## src/rtl/lzc_pipe.sv

```systemverilog
// Two-stage elastic leading-zero counter: stage 1 nibble counts, stage 2 boundary-encoder tree.
// Define LZC_NORM_EN to also register the normalised operand on o_norm.
module lzc_pipe #(
  parameter int WIDTH = 32,
  parameter int TAG_W = 4,
  localparam int CNT_W = $clog2(WIDTH) + 1
) (
  input  logic             i_clk,
  input  logic             i_rst_n,
  input  logic             i_valid,
  output logic             o_ready,
  input  logic [WIDTH-1:0] i_data,
  input  logic [TAG_W-1:0] i_tag,
  output logic             o_valid,
  input  logic             i_ready,
  output logic [CNT_W-1:0] o_cnt,
  output logic             o_zero,
  output logic [TAG_W-1:0] o_tag,
  output logic [WIDTH-1:0] o_norm
);

  localparam int NN = WIDTH / 4;
  localparam int LV = $clog2(NN);
  localparam int CW = $clog2(WIDTH);

  if (WIDTH < 8 || WIDTH > 128 || (WIDTH & (WIDTH - 1)) != 0) begin : g_bad_width
    $error("lzc_pipe: WIDTH must be a power of 2 in 8..128");
  end
  if (TAG_W < 1) begin : g_bad_tag
    $error("lzc_pipe: TAG_W must be >= 1");
  end

  function automatic logic [1:0] lz2(input logic [3:0] n);
    casez (n)
      4'b1???: lz2 = 2'd0;
      4'b01??: lz2 = 2'd1;
      4'b001?: lz2 = 2'd2;
      default: lz2 = 2'd3;
    endcase
  endfunction

  logic                v1, v2, adv1, adv2;
  logic [NN-1:0]       nz, z1;
  logic [NN-1:0][1:0]  nc, c1;
  logic [TAG_W-1:0]    tag1;
  logic [CNT_W-1:0]    cnt_nxt;
  logic                zero_nxt;

  assign adv2    = ~v2 | i_ready;
  assign adv1    = ~v1 | adv2;
  assign o_ready = adv1;
  assign o_valid = v2;

  always_comb begin
    nz = '0;
    nc = '0;
    for (int unsigned j = 0; j < NN; j++) begin
      nz[j] = (i_data[4*j +: 4] == 4'd0);
      nc[j] = lz2(i_data[4*j +: 4]);
    end
  end

  // Heap-ordered tree: node i has hi child 2i and lo child 2i+1; leaf NN+k is the k-th nibble from the MSB.
  always_comb begin : tree
    logic [CW-1:0] tc [1:2*NN-1];
    logic          tz [1:2*NN-1];
    for (int unsigned i = 1; i < 2 * NN; i++) begin
      tc[i] = '0;
      tz[i] = 1'b0;
    end
    for (int unsigned k = 0; k < NN; k++) begin
      tz[NN+k] = z1[NN-1-k];
      tc[NN+k] = CW'(c1[NN-1-k]);
    end
    for (int unsigned l = 0; l < LV; l++) begin
      for (int unsigned i = (NN >> (l + 1)); i < (NN >> l); i++) begin
        tz[i] = tz[2*i] & tz[2*i+1];
        tc[i] = tz[2*i] ? (tc[2*i+1] | (CW'(1) << (l + 2))) : tc[2*i];
      end
    end
    zero_nxt = tz[1];
    cnt_nxt  = tz[1] ? CNT_W'(WIDTH) : {1'b0, tc[1]};
  end

  always_ff @(posedge i_clk) begin
    if (!i_rst_n) begin
      v1   <= 1'b0;
      z1   <= '0;
      c1   <= '0;
      tag1 <= '0;
    end else if (adv1) begin
      v1 <= i_valid;
      if (i_valid) begin
        z1   <= nz;
        c1   <= nc;
        tag1 <= i_tag;
      end
    end
  end

  always_ff @(posedge i_clk) begin
    if (!i_rst_n) begin
      v2     <= 1'b0;
      o_cnt  <= '0;
      o_zero <= 1'b0;
      o_tag  <= '0;
    end else if (adv2) begin
      v2 <= v1;
      if (v1) begin
        o_cnt  <= cnt_nxt;
        o_zero <= zero_nxt;
        o_tag  <= tag1;
      end
    end
  end

`ifdef LZC_NORM_EN
  logic [WIDTH-1:0] d1;

  always_ff @(posedge i_clk) begin
    if (!i_rst_n) begin
      d1     <= '0;
      o_norm <= '0;
    end else begin
      if (adv1 && i_valid) d1 <= i_data;
      // A shift by WIDTH yields zero, covering the all-zero operand.
      if (adv2 && v1) o_norm <= d1 << cnt_nxt;
    end
  end
`else
  assign o_norm = '0;
`endif

endmodule
```

## config.mk

```make
export PLATFORM = sky130hd
export DESIGN_NAME = lzc_pipe
export DESIGN_NICKNAME = d
export VERILOG_FILES = /design/src/rtl/lzc_pipe.sv
export SDC_FILE = /design/constraint.sdc
export NUM_CORES = 1
export LEC_CHECK = 0
export CELL_PAD_IN_SITES_DETAIL_PLACEMENT = 1
export CELL_PAD_IN_SITES_GLOBAL_PLACEMENT = 1
export CORE_UTILIZATION = 30
export CTS_BUF_LIST = sky130_fd_sc_hd__clkbuf_4 sky130_fd_sc_hd__clkbuf_8 sky130_fd_sc_hd__clkbuf_16
export CTS_CLUSTER_DIAMETER = 40
export DETAILED_ROUTE_END_ITERATION = 10
export GPL_TIMING_DRIVEN = 0
export PLACE_DENSITY = 0.79
export SLEW_MARGIN = 20
export SYNTH_ARGS = -nofsm -noshare
export SYNTH_HDL_FRONTEND = slang
export SYNTH_SLANG_ARGS = --single-unit
```

## constraint.sdc

```tcl
create_clock -name i_clk -period 2.7 [get_ports i_clk]
set_clock_uncertainty 0.15 [all_clocks]
set_input_delay 0.54 -clock i_clk [delete_from_list [all_inputs] [get_ports i_clk]]
set_output_delay 0.54 -clock i_clk [all_outputs]
set_load 0.02 [all_outputs]
```

# == Word level (Yosys, flattened, before mapping) ==
# Cells that the tools add are included.
# classes
reduce_logical,10
bitwise,11
mux,16
n_eq_ne,16
# op_table
cell,n
$pmux W2 S3,8
$logic_not A4 Y1,8
$eq A3 B1 Y1 const B,8
$eq A2 B1 Y1 const B,8
$mux W3,4
$mux W4,2
$and A1 B1 Y1,7
$mux W6,1
$mux W5,1
$reduce_and A2 Y1,2
$not A1 Y1,2
$or A1 B1 Y1,2
# totals
regBits,41
in_bits,40
elab_cells,68
output_inout_bits,45

# == Longest topological paths before layout ==
# Gate-level depths: netlist of run 1.
# logic_depth
word_depth,4
ltp_mapped,6

# == Worst setup path after synthesis of run 1 ==
# No wires, ideal clock.
# synth_path
path_kind,input -> register
start,in i_ready
end,reg c1[1] (netlist name)
slack_ns,1.048
required_time_ns,2.480
path_stages,6
arrival_time_ns,1.431
setup_ns,0.070
n_path_buf,2
path_cell_list,nand3b_2 > nand2_2 > buf_6 > buf_4 > nand2_1 > a21oi_1
# synth_between
elab_chain_cells,3
# synth_rtl
item,line,rtl
from (decl),15,"input logic i_ready,"
$or A1 B1 Y1,49,assign adv2 = ~v2 | i_ready;
$or A1 B1 Y1,50,assign adv1 = ~v1 | adv2;
$reduce_and A2 Y1 (no line),-,
to (signal assigned),95,c1 <= nc;
to (decl),44,"logic [NN-1:0][1:0] nc, c1;"
# Every way passes these cells.
# A chain may end at the register's enable or synchronous reset.

# == Worst setup path after layout of run 1 ==
# layout_path
start,in i_ready
end,out o_ready
# layout_between
elab_chain_cells,2
# layout_rtl
item,line,rtl
$or A1 B1 Y1,49,
$or A1 B1 Y1,50,
to (decl),11,"output logic o_ready,"
# Every way passes these cells.

==> results.sh, run 1 <==
export IMPL_io_pins=85
export IMPL_start_kind="input port"
export IMPL_synth_avg_cell_area_um2=7.75
export IMPL_clk_pin_slew_worst_paths_ps=80
export IMPL_cts_sinks=40
export IMPL_dieWidth_um=84.9
export IMPL_htree_levels=2
export IMPL_start_util=0.317
export IMPL_grt_pass1_wl_um=8690
export IMPL_routed_via_density=4.43
export IMPL_grt_start_max_net_pins=13
export IMPL_worstPathMaxFanout=3
export IMPL_drive_gt1_frac=0.152
export IMPL_diodes=0
export IMPL_fmax_ghz=0.396
export IMPL_instances_no_fill=433
export IMPL_num_vias=1918
export IMPL_rows=29
export IMPL_dr_pass1_iters=7
export IMPL_ant_nets=0
export IMPL_p_int_mw=1.10
export IMPL_die_h_um=84.9
export IMPL_numCtsBuffers=5
export IMPL_fillers=798
export IMPL_regArea_um2=801
export IMPL_tightest_slew_ps=573
export IMPL_routedWlPerCell_um=12.4
export IMPL_setup_violations=0
export IMPL_ctsHoldBuffers=0
export IMPL_grt_pass1_vias=1882
export IMPL_relSlewSlack=0.618
export IMPL_status="finished with violations"
export IMPL_yosys_warnings=0
export IMPL_end_kind="output pin"
export IMPL_timing_final_crit_share=0.936
export IMPL_p_switching_mw=0.357
export IMPL_gr_usage_all_layers=0.156
export IMPL_required_ps=2010
export IMPL_layout_commonest_cell="nand2_1"
export IMPL_core_region_area_um2=6490
export IMPL_period_minus_slack_ps=2530
export IMPL_post_dp_hpwl_um=4130
export IMPL_cts_root_buf="clkbuf_8"
export IMPL_maxCapViolCount=0
export IMPL_worstHoldPathType="flip-flop to flip-flop"
export IMPL_clk_path_buf_depth=2
export IMPL_seqPwrFrac=0.428
export IMPL_clkPwrFrac=0.399
export IMPL_dieArea_um2=7210
export IMPL_p_sw_frac=0.245
export IMPL_dp_cells=426
export IMPL_drtIter0Drc=69
export IMPL_hold_viol=0
export IMPL_cts_tree="built"
export IMPL_multi_input_area_um2=978
export IMPL_slew_violations=0
export IMPL_drt_wl_total_um=5360
export IMPL_crit_type="input port to output pin"
export IMPL_grt_overflow=0
export IMPL_cp_arrival_ps=1840
export IMPL_drc_errors=7
export IMPL_synthCells=266
export IMPL_violations="design-rule violations"
export IMPL_clock_latency_ps=300
export IMPL_syn_to_final_growth_pct=41.8
export IMPL_antenna_found_initial=0
export IMPL_power_density_nw_per_um2=498
export IMPL_yosys_cell_types_count=31
export IMPL_final_util=0.450
export IMPL_ys_seq_area_frac=0.388
export IMPL_p_leak_nw=1.18
export IMPL_cts_resized=0
export IMPL_setup_tns_ps=0
export IMPL_cts_setup_buffers=0
export IMPL_ys_ff_latch=40
export IMPL_place_congestion=0.803
export IMPL_syn_cell_area_um2=2060
export IMPL_pwr_share_comb=0.173
export IMPL_rsz0062_at_grt="false"
export IMPL_finalNetCount=396
export IMPL_vdd_drop_max_mv=0.187
export IMPL_io_buffers=52
export IMPL_final_cell_mix="nand2_1 (63), clkdlybuf4s50_1 (52), a21oi_1 (47)"
## power by group through the flow
stage / registers, mW / logic [mW] / clock network [mW]
after floorplan: 0.640 / 0.148 / 0
after global placement: 0.637 / 0.248 / 0
after detailed placement: 0.638 / 0.253 / 0
after CTS: 0.624 / 0.253 / 0.591
after global routing: 0.626 / 0.274 / 0.614
final: 0.623 / 0.252 / 0.581
## layout make-up
class,instances,share of cell area
repair buffers,52,0.178
clock buffers,5,0.0235
plain buffers,46,0.120
multi-input cells,198,0.335
inverters,13,0.0167
well taps,77,0.0329
flip-flops and latches,40,0.274
clock inverters,2,0.0205
## cells in the mapped netlist, drive strengths merged
cell	count	area [um2]
conb	1	3.75
or3	9	56.3
nor3b	3	22.5
inv	13	48.8
o221ai	2	17.5
and2b	1	8.76
nand3b	3	26.3
dfxtp	40	801
o22ai	1	6.26
nand2b	3	26.3
nor3	2	10.0
nor4	8	50.1
mux2i	5	50.1
or4	1	7.51
a21oi	47	235
nor2b	2	20.0
buf	42	335
a31oi	1	6.26
nand2	64	243
nand4	4	25.0
a21boi	1	7.51
clkbuf	4	15.0
nor2	4	15.0
o21ai	5	25.0
## final timing paths
check / slack (ps) / end / startpoint / depth (start not counted)
worst max-delay path: 170 / o_ready / i_ready / 3
worst min-delay path: 310 / o_tag[1]$_SDFFE_PN0P_ / tag1[1]$_SDFFE_PN0P_ / 2
worst max register to register: 1080 / z1[0]$_SDFFE_PN0P_ / o_valid$_SDFFE_PN0P_ / 5
worst min register to register: 310 / o_tag[1]$_SDFFE_PN0P_ / tag1[1]$_SDFFE_PN0P_ / 2
## routing by layer
layer / up-vias / global-route usage / part of all wire
li1: 999 / - / -
met1: 857 / 0.185 / 0.44
met2: 55 / 0.277 / 0.49
met3: 7 / 0.0379 / 0.053
met4: 0 / 0.0508 / 0.013
met5: - / 0 / 0
## flip-flops by register name, summed over array words and instances (netlist names)
signal and count:
c1 16, z1 8, o_cnt 6, o_tag 4, tag1 4, o_valid 1, v1 1
## per-stage QoR
step | hold slack (ps) | worst slack, ps | area [um2] | total power, mW
finish | 307 | 173 | 2920 | 1.46
global placement | 288 | 175 | 2800 | 0.885
CTS | 308 | 168 | 2920 | 1.47
floorplan | 279 | 1050 | 2180 | 0.787
global route | 321 | 128 | 2920 | 1.51
detailed placement | 297 | 174 | 2800 | 0.891
## critical path, stage by stage
cell             delay [ps]
clkdlybuf4s50_1         520
nand3b_2                170
clkdlybuf4s50_1         610
## cells by family (layout without fill, tap and decap cells)
family | Yosys count | in the layout | share of synthesized area
buffers and inverters | 59 | 118 | 0.194
muxes | 5 | 5 | 0.0243
and+or+nand+nor | 104 | 104 | 0.248
other | 1 | 32 | 0.00182
AOI/OAI and AO/OA | 57 | 57 | 0.144
DFF | 40 | 40 | 0.388
Power figures use the tool's default switching activity.
==> inputs of run 2 (changes only) <==
--- a/config.mk
+++ b/config.mk
@@ -12,2 +12,3 @@
 export CTS_CLUSTER_DIAMETER = 40
+export CTS_CLUSTER_SIZE = 12
 export DETAILED_ROUTE_END_ITERATION = 10
--- a/constraint.sdc
+++ b/constraint.sdc
@@ -4,2 +4,2 @@
 set_output_delay 0.54 -clock i_clk [all_outputs]
-set_load 0.02 [all_outputs]
+set_load 0.005 [all_outputs]
==> results of run 2 <==
Same layout as run 1 (identical final DEF). Status: finished with violations: design-rule violations.
Among the figures that moved: setup slack after placement 174 ps -> 277 ps; setup slack after layout 173 ps -> 277 ps; total power 1.46 mW -> 1.42 mW; worst IR drop on VDD 0.187 mV -> 0.184 mV
